File: src/rtl/nn_mem_arbiter_if.sv
// rtl/nn_mem_arbiter_if.sv - requester, memory and status signals of the memory arbiter
interface nn_mem_arbiter_if #(
  parameter int ADDR_WIDTH = 32,
  parameter int DATA_WIDTH = 32
);
  logic [ADDR_WIDTH-1:0] in_addr;
  logic                  in_valid;
  logic                  in_ready;
  logic [DATA_WIDTH-1:0] in_rdata;
  logic                  in_rvalid;
  logic [ADDR_WIDTH-1:0] wt_addr;
  logic                  wt_valid;
  logic                  wt_ready;
  logic [DATA_WIDTH-1:0] wt_rdata;
  logic                  wt_rvalid;
  logic [ADDR_WIDTH-1:0] out_addr;
  logic [DATA_WIDTH-1:0] out_wdata;
  logic                  out_valid;
  logic                  out_ready;
  logic                  mem_req;
  logic                  mem_we;
  logic [ADDR_WIDTH-1:0] mem_addr;
  logic [DATA_WIDTH-1:0] mem_wdata;
  logic                  mem_gnt;
  logic                  mem_rvalid;
  logic [DATA_WIDTH-1:0] mem_rdata;
  logic                  busy;
  logic                  timeout_err;
  logic [31:0]           txn_count;

  // Arbiter side
  modport slave (
    input  in_addr, in_valid, wt_addr, wt_valid, out_addr, out_wdata, out_valid,
           mem_gnt, mem_rvalid, mem_rdata,
    output in_ready, in_rdata, in_rvalid, wt_ready, wt_rdata, wt_rvalid, out_ready,
           mem_req, mem_we, mem_addr, mem_wdata, busy, timeout_err, txn_count
  );

  // Requester / memory side
  modport master (
    output in_addr, in_valid, wt_addr, wt_valid, out_addr, out_wdata, out_valid,
           mem_gnt, mem_rvalid, mem_rdata,
    input  in_ready, in_rdata, in_rvalid, wt_ready, wt_rdata, wt_rvalid, out_ready,
           mem_req, mem_we, mem_addr, mem_wdata, busy, timeout_err, txn_count
  );
endinterface

File: src/rtl/nn_mem_arbiter.sv
// rtl/nn_mem_arbiter.sv - round-robin arbiter sharing one memory port among three accelerator streams
module nn_mem_arbiter #(
  parameter int ADDR_WIDTH     = 32,
  parameter int DATA_WIDTH     = 32,
  parameter int TIMEOUT_CYCLES = 256
) (
  input  logic              clk,
  input  logic              reset,
  nn_mem_arbiter_if.slave   bus
);
  localparam int TW = $clog2(TIMEOUT_CYCLES);

  typedef enum logic [1:0] {IDLE, ISSUE, WAIT_RESP} state_t;

  state_t                state, state_next;
  logic [1:0]            ptr;
  logic [1:0]            sel;
  logic [TW-1:0]         tcnt;
  logic [ADDR_WIDTH-1:0] addr_q;
  logic [DATA_WIDTH-1:0] wdata_q;
  logic                  we_q;
  logic [DATA_WIDTH-1:0] in_rdata_q, wt_rdata_q;
  logic                  in_rv_q, wt_rv_q;
  logic [31:0]           txn_q;
  logic                  err_q;

  logic [2:0]            valid_vec;
  logic [2:0]            cand;
  logic [2:0]            shifted;
  logic                  pick_found;
  logic [1:0]            pick_idx;
  logic                  grant;
  logic                  timeout_hit;
  logic [DATA_WIDTH-1:0] ret_data;

  assign valid_vec = {bus.out_valid, bus.wt_valid, bus.in_valid};

  // Return data: real memory data, or the poison word when the read timed out
  assign ret_data = bus.mem_rvalid ? bus.mem_rdata : DATA_WIDTH'(32'hDEADBEEF);

  // Round-robin scan starting at the pointer; first valid requester wins
  always_comb begin
    pick_found = 1'b0;
    pick_idx   = 2'd0;
    cand       = 3'd0;
    shifted    = 3'd0;
    for (int i = 0; i < 3; i++) begin
      cand = {1'b0, ptr} + 3'(i);
      if (cand >= 3'd3) cand = cand - 3'd3;
      shifted = valid_vec >> cand;
      if (!pick_found && shifted[0]) begin
        pick_found = 1'b1;
        pick_idx   = cand[1:0];
      end
    end
  end

  // Ready is a combinational accept pulse in the arbitration cycle only
  always_comb begin
    grant         = (state == IDLE) && pick_found && !reset;
    bus.in_ready  = grant && (pick_idx == 2'd0);
    bus.wt_ready  = grant && (pick_idx == 2'd1);
    bus.out_ready = grant && (pick_idx == 2'd2);
  end

  // Next-state logic; rvalid takes priority over the timeout in the same cycle
  always_comb begin
    state_next  = state;
    timeout_hit = 1'b0;
    case (state)
      IDLE:      if (pick_found) state_next = ISSUE;
      ISSUE:     if (bus.mem_gnt) state_next = we_q ? IDLE : WAIT_RESP;
      WAIT_RESP: begin
        if (bus.mem_rvalid) begin
          state_next = IDLE;
        end else if (tcnt == TW'(TIMEOUT_CYCLES - 1)) begin
          timeout_hit = 1'b1;
          state_next  = IDLE;
        end
      end
      default:   state_next = IDLE;
    endcase
  end

  // State register
  always_ff @(posedge clk) begin
    if (reset) state <= IDLE;
    else       state <= state_next;
  end

  // Request latch, timeout counter, response return and statistics
  always_ff @(posedge clk) begin
    if (reset) begin
      ptr        <= 2'd0;
      sel        <= 2'd0;
      tcnt       <= '0;
      addr_q     <= '0;
      wdata_q    <= '0;
      we_q       <= 1'b0;
      in_rdata_q <= '0;
      wt_rdata_q <= '0;
      in_rv_q    <= 1'b0;
      wt_rv_q    <= 1'b0;
      txn_q      <= 32'd0;
      err_q      <= 1'b0;
    end else begin
      in_rv_q <= 1'b0;
      wt_rv_q <= 1'b0;
      case (state)
        IDLE: begin
          if (pick_found) begin
            sel  <= pick_idx;
            ptr  <= (pick_idx == 2'd2) ? 2'd0 : pick_idx + 2'd1;
            we_q <= (pick_idx == 2'd2);
            case (pick_idx)
              2'd0:    addr_q <= bus.in_addr;
              2'd1:    addr_q <= bus.wt_addr;
              default: begin
                addr_q  <= bus.out_addr;
                wdata_q <= bus.out_wdata;
              end
            endcase
          end
        end
        ISSUE: begin
          if (bus.mem_gnt) begin
            tcnt <= '0;
            if (we_q) txn_q <= txn_q + 32'd1;
          end
        end
        WAIT_RESP: begin
          tcnt <= tcnt + 1'b1;
          if (bus.mem_rvalid || timeout_hit) begin
            if (sel == 2'd1) begin
              wt_rdata_q <= ret_data;
              wt_rv_q    <= 1'b1;
            end else begin
              in_rdata_q <= ret_data;
              in_rv_q    <= 1'b1;
            end
            if (bus.mem_rvalid) txn_q <= txn_q + 32'd1;
            else                err_q <= 1'b1;
          end
        end
        default: ;
      endcase
    end
  end

  assign bus.mem_req     = (state == ISSUE);
  assign bus.mem_we      = we_q;
  assign bus.mem_addr    = addr_q;
  assign bus.mem_wdata   = wdata_q;
  assign bus.in_rdata    = in_rdata_q;
  assign bus.in_rvalid   = in_rv_q;
  assign bus.wt_rdata    = wt_rdata_q;
  assign bus.wt_rvalid   = wt_rv_q;
  assign bus.busy        = (state != IDLE);
  assign bus.timeout_err = err_q;
  assign bus.txn_count   = txn_q;
endmodule

File: src/flat_wrapper.sv
// flat-port wrapper written by rule: the top's interface ports become plain ports
module nn_mem_arbiter_flat 
#(
  parameter int ADDR_WIDTH     = 32,
  parameter int DATA_WIDTH     = 32,
  parameter int TIMEOUT_CYCLES = 256
)
  (clk, reset, bus_in_addr, bus_in_valid, bus_wt_addr, bus_wt_valid, bus_out_addr, bus_out_wdata, bus_out_valid, bus_mem_gnt, bus_mem_rvalid, bus_mem_rdata, bus_in_ready, bus_in_rdata, bus_in_rvalid, bus_wt_ready, bus_wt_rdata, bus_wt_rvalid, bus_out_ready, bus_mem_req, bus_mem_we, bus_mem_addr, bus_mem_wdata, bus_busy, bus_timeout_err, bus_txn_count);
  nn_mem_arbiter_if #(.ADDR_WIDTH(ADDR_WIDTH), .DATA_WIDTH(DATA_WIDTH)) bus_i ();
  input  logic clk;
  input  logic reset;
  input wire logic [$bits(bus_i.in_addr)-1:0] bus_in_addr;
  input wire logic [$bits(bus_i.in_valid)-1:0] bus_in_valid;
  input wire logic [$bits(bus_i.wt_addr)-1:0] bus_wt_addr;
  input wire logic [$bits(bus_i.wt_valid)-1:0] bus_wt_valid;
  input wire logic [$bits(bus_i.out_addr)-1:0] bus_out_addr;
  input wire logic [$bits(bus_i.out_wdata)-1:0] bus_out_wdata;
  input wire logic [$bits(bus_i.out_valid)-1:0] bus_out_valid;
  input wire logic [$bits(bus_i.mem_gnt)-1:0] bus_mem_gnt;
  input wire logic [$bits(bus_i.mem_rvalid)-1:0] bus_mem_rvalid;
  input wire logic [$bits(bus_i.mem_rdata)-1:0] bus_mem_rdata;
  output wire logic [$bits(bus_i.in_ready)-1:0] bus_in_ready;
  output wire logic [$bits(bus_i.in_rdata)-1:0] bus_in_rdata;
  output wire logic [$bits(bus_i.in_rvalid)-1:0] bus_in_rvalid;
  output wire logic [$bits(bus_i.wt_ready)-1:0] bus_wt_ready;
  output wire logic [$bits(bus_i.wt_rdata)-1:0] bus_wt_rdata;
  output wire logic [$bits(bus_i.wt_rvalid)-1:0] bus_wt_rvalid;
  output wire logic [$bits(bus_i.out_ready)-1:0] bus_out_ready;
  output wire logic [$bits(bus_i.mem_req)-1:0] bus_mem_req;
  output wire logic [$bits(bus_i.mem_we)-1:0] bus_mem_we;
  output wire logic [$bits(bus_i.mem_addr)-1:0] bus_mem_addr;
  output wire logic [$bits(bus_i.mem_wdata)-1:0] bus_mem_wdata;
  output wire logic [$bits(bus_i.busy)-1:0] bus_busy;
  output wire logic [$bits(bus_i.timeout_err)-1:0] bus_timeout_err;
  output wire logic [$bits(bus_i.txn_count)-1:0] bus_txn_count;
  assign bus_i.in_addr = bus_in_addr;
  assign bus_i.in_valid = bus_in_valid;
  assign bus_i.wt_addr = bus_wt_addr;
  assign bus_i.wt_valid = bus_wt_valid;
  assign bus_i.out_addr = bus_out_addr;
  assign bus_i.out_wdata = bus_out_wdata;
  assign bus_i.out_valid = bus_out_valid;
  assign bus_i.mem_gnt = bus_mem_gnt;
  assign bus_i.mem_rvalid = bus_mem_rvalid;
  assign bus_i.mem_rdata = bus_mem_rdata;
  assign bus_in_ready = bus_i.in_ready;
  assign bus_in_rdata = bus_i.in_rdata;
  assign bus_in_rvalid = bus_i.in_rvalid;
  assign bus_wt_ready = bus_i.wt_ready;
  assign bus_wt_rdata = bus_i.wt_rdata;
  assign bus_wt_rvalid = bus_i.wt_rvalid;
  assign bus_out_ready = bus_i.out_ready;
  assign bus_mem_req = bus_i.mem_req;
  assign bus_mem_we = bus_i.mem_we;
  assign bus_mem_addr = bus_i.mem_addr;
  assign bus_mem_wdata = bus_i.mem_wdata;
  assign bus_busy = bus_i.busy;
  assign bus_timeout_err = bus_i.timeout_err;
  assign bus_txn_count = bus_i.txn_count;
  nn_mem_arbiter #(.ADDR_WIDTH(ADDR_WIDTH), .DATA_WIDTH(DATA_WIDTH), .TIMEOUT_CYCLES(TIMEOUT_CYCLES)) u_core (.clk(clk), .reset(reset), .bus(bus_i));
endmodule
File: config.mk
export PLATFORM = sky130hd
export DESIGN_NAME = nn_mem_arbiter_flat
export DESIGN_NICKNAME = d
export VERILOG_FILES = /design/src/rtl/nn_mem_arbiter_if.sv /design/src/rtl/nn_mem_arbiter.sv /design/src/flat_wrapper.sv
export SDC_FILE = /design/constraint.sdc
export NUM_CORES = 1
export LEC_CHECK = 0
export CAP_MARGIN = 30
export CORE_ASPECT_RATIO = 1.5
export CORE_MARGIN = 2
export CORE_UTILIZATION = 50
export DETAILED_ROUTE_END_ITERATION = 8
export DONT_BUFFER_PORTS = 1
export PLACE_DENSITY = 0.69
export SYNTH_ARGS = -nofsm -noshare
export SYNTH_HDL_FRONTEND = slang
export SYNTH_SLANG_ARGS = --single-unit
File: constraint.sdc
create_clock -name clk -period 3 [get_ports clk]
set_clock_uncertainty 0.2 [all_clocks]
set_input_delay 0.3 -clock clk [delete_from_list [all_inputs] [get_ports clk]]
set_output_delay 0.3 -clock clk [all_outputs]
set_load 0.02 [all_outputs]
==> summary.md <==
| Metric | Value |
|---|---|
| Status | finished, final reports clean |
| Core area | approximately 0.016 sq mm |
| First-pass GRT wire length | 40160 um |
| DRC violations left | 0 |
| Slew HR | 60.73% |
| Final Routed Wirelength | 26230 um |
| Detailed placer's ending HPWL | 14780 um |
| Post-synth ARST share | 0% |
| CTS root buf | clkbuf_16 |
| Syn_area_per_cell | between 8 and 9 sq um |
| Initial antenna violation count | 0 |
| Fin crit period | between 2 and 3 ns |
| H-Tree Depth | 4 |
| PortBufs | 0 |
| Leakage | 0.004103 uW |
| Final net count | 1288 |
| Final Hold Fails | 0 |
| CTS max path bufs | 2 |
| Final ANT Viol Nets | 0 |
| # setup viols final | 0 |
| Final critical-path share of the clock period | 98.02% |
| Worst setup EP type | output port |
| Drt first pass iters | 6 |
| Worst-margin pin slew | 0.5890 ns |
| Die width | 109.6 um |
| Layout cell share with drive strength beyond 1 | approximately 8.6% |
| Clock sinks | 178 |
| Max Cap Viol | 0 |
| Critical path class | reg2out |
| Chip height | 162.4 um |
| Crit-path max FO | 20 |
| I/O pin cnt | 336 |
| CTS tree | done |
| Register area share after synthesis | 42.61% |
| Clk slew on worst S/H paths | 0.07 ns |
| WP data arrival | 2.44 ns |
| CTS buffer count | 17 |
| Routability Congestion | 0.9019 |
| Highest clock rate | 340.1 MHz |
| Area grow syn2layout | 34.44% |
| Post-synth EDFFs | 0 |
| Critical Path RT | 2.50 ns |
| Multi-input logic area | 0.004363 sq mm |
| ANT cells | 0 |
| Synth Warn # | 0 |
| Max VDD drop | 0.0006999 V |
| Slew Viols, Final | 0 |
| Cells after Synth | 950 |
| Mapped Area | 0.008363 sq mm |
| Hold slack | 0.08082 ns |
| FF+latch area | 0.003568 sq mm |
| Areal power density over the cells | ~750 mW/mm^2 |
| Site Rows | 57 |
| Largest net degree at the start of global routing | about 180 |
| Ys flop type | dfxtp_1 |
| Vias per cell | 6.004 |
| Layout fillers | 1162 |
| Most frequent cells in the layout | dlygate4sd3_1 (194), dfxtp_1 (176), nor2_1 (117), nand2b_1 (68), a211oi_1 (49) |
| Unique masters post-synth | 64 |
| Die ar. | 0.01780 sq mm |
| WL/cell | just under 20 um |
| Clock latency at the later pin of the worst-skew pair | 0.43 ns |
| Initial Utilization | 51.43% |
| CP Launch Type | flop |
| Hold Path Class | in2reg |
| Vias post-DR | 7997 |
| Flops & latches, synth | 178 |
| Syn_nets | between 1000 and 1500 |
| Number of global-route vias before repair | 7906 |
| Setup_tns | 0 ns |
| Initial DRC count | 644 |
| Grt ovf | 0 |
| Most common cell after layout, fill and taps aside | dlygate4sd3_1 |
| Total Routing Usage GR | 28.45% |
==> power breakdown <==
group	internal (uW)	switching [uW]	leakage, uW	total [uW]
registers	2780	789	0.00145	3570
logic	1080	1420	0.00235	2500
clock network	1230	1080	0.000302	2310
==> cells by family (layout without fill, tap and decap cells) <==
kind of cell             after synthesis  count (layout)  synth area share, %
AO/OA/AOI/OAI                        189             190                16.91
XOR/XNOR                              27              27                2.828
adder cells (fa/ha/maj)                8               8                1.197
buffers and inverters                124             299                6.867
flip-flops                           178             178                42.61
multiplexers                          35              35                4.234
AND/OR/NAND/NOR                      389             389                25.36
==> layout make-up <==
type                            instances  share of cell area (%)
Clock buffer                           18                   3.906
Inverter                               41                   1.369
Timing Repair Buffer                  226                   20.24
Sequential cell                       178                   31.74
Clock inverter                         14                   1.647
Multi-Input combinational cell        649                   38.80
Tap cell                              206                   2.292
==> flip-flops by register name, summed over array words and instances, names as in the netlist <==
name	cells
u_core.state	2
u_core.bus.mem_addr	32
u_core.ptr	2
u_core.bus.mem_wdata	32
u_core.sel	2
u_core.bus.in_rdata	32
u_core.bus.wt_rvalid	1
u_core.bus.in_rvalid	1
u_core.bus.mem_we	1
u_core.bus.txn_count	32
u_core.bus.timeout_err	1
u_core.tcnt	8
u_core.bus.wt_rdata	32
==> final timing paths <==
| path | from | endpoint | slack, ns | cells past startpoint |
|---|---|---|---|---|
| worst min register to register | u_core.tcnt[6] | u_core.tcnt[6] | 0.28 | 2 |
| worst min-delay path | bus_mem_gnt | u_core.tcnt[6] | 0.08 | 3 |
| worst max-delay path | u_core.ptr[0] | bus_in_ready | 0.06 | 7 |
| worst max register to register | u_core.ptr[0] | u_core.state[0] | 0.10 | 8 |
==> repair_timing <==
item	CTS	global route
cloned	0	1
hold buffers	195	0
endpoints found under the setup margin	3	12
buffers inserted	0	7
hold endpoints to repair	178	0
gates resized for setup	22	8
pin swaps	1	5
==> synthesized netlist by cell type, types with 19 or more instances <==
library cell | n | area share [%]
a211oi_1 | 49 | 4.4
a21oi_1 | 39 | 2.3
buf_2 | 21 | 1.3
clkbuf_1 | 44 | 2.0
dfxtp_1 | 178 | 43
inv_1 | 40 | 1.8
mux2i_1 | 34 | 4.1
nand2_1 | 42 | 1.9
nand2b_1 | 68 | 5.1
nand3_1 | 25 | 1.5
nand3b_1 | 36 | 3.2
nand4_1 | 47 | 3.5
nor2_1 | 118 | 5.3
o2111ai_1 | 32 | 3.4
o211ai_1 | 32 | 2.9
xor2_1 | 19 | 2.0
==> worst max-delay path, cell delays in order, from the launching register on <==
cell	delay (ns)
dfxtp_4	0.36
inv_1	0.11
ha_4	0.20
ha_4	0.18
nand4bb_1	0.22
a21oi_1	0.16
nor2_4	0.44
and3_4	0.33
==> per-stage QoR <==
stage / instances / area, sq um / power [uW] / setup WS [ns] / utilization [%]
floorplan: 950 / 8363 / 5127 / 0.2144 / -
global placement: 1097 / 8461 / 5571 / 0.1103 / 52.03
detailed placement: 1097 / 8461 / 5597 / 0.02573 / 52.03
CTS: 1324 / 11160 / 8214 / 0.008284 / 68.62
global route: 1332 / 11240 / 8730 / -0.05081 / 69.14
finish: 1332 / 11240 / 8380 / 0.05947 / 69.14
==> layer usage <==
layer,up-vias,wire [um],global-route usage (%)
li1,3738,-,-
met5,-,0,0
met1,3724,9478,30.75
met3,101,2448,8.003
met2,434,13170,49.49
met4,0,1138,14.96
Power figures use the tool's default switching activity.
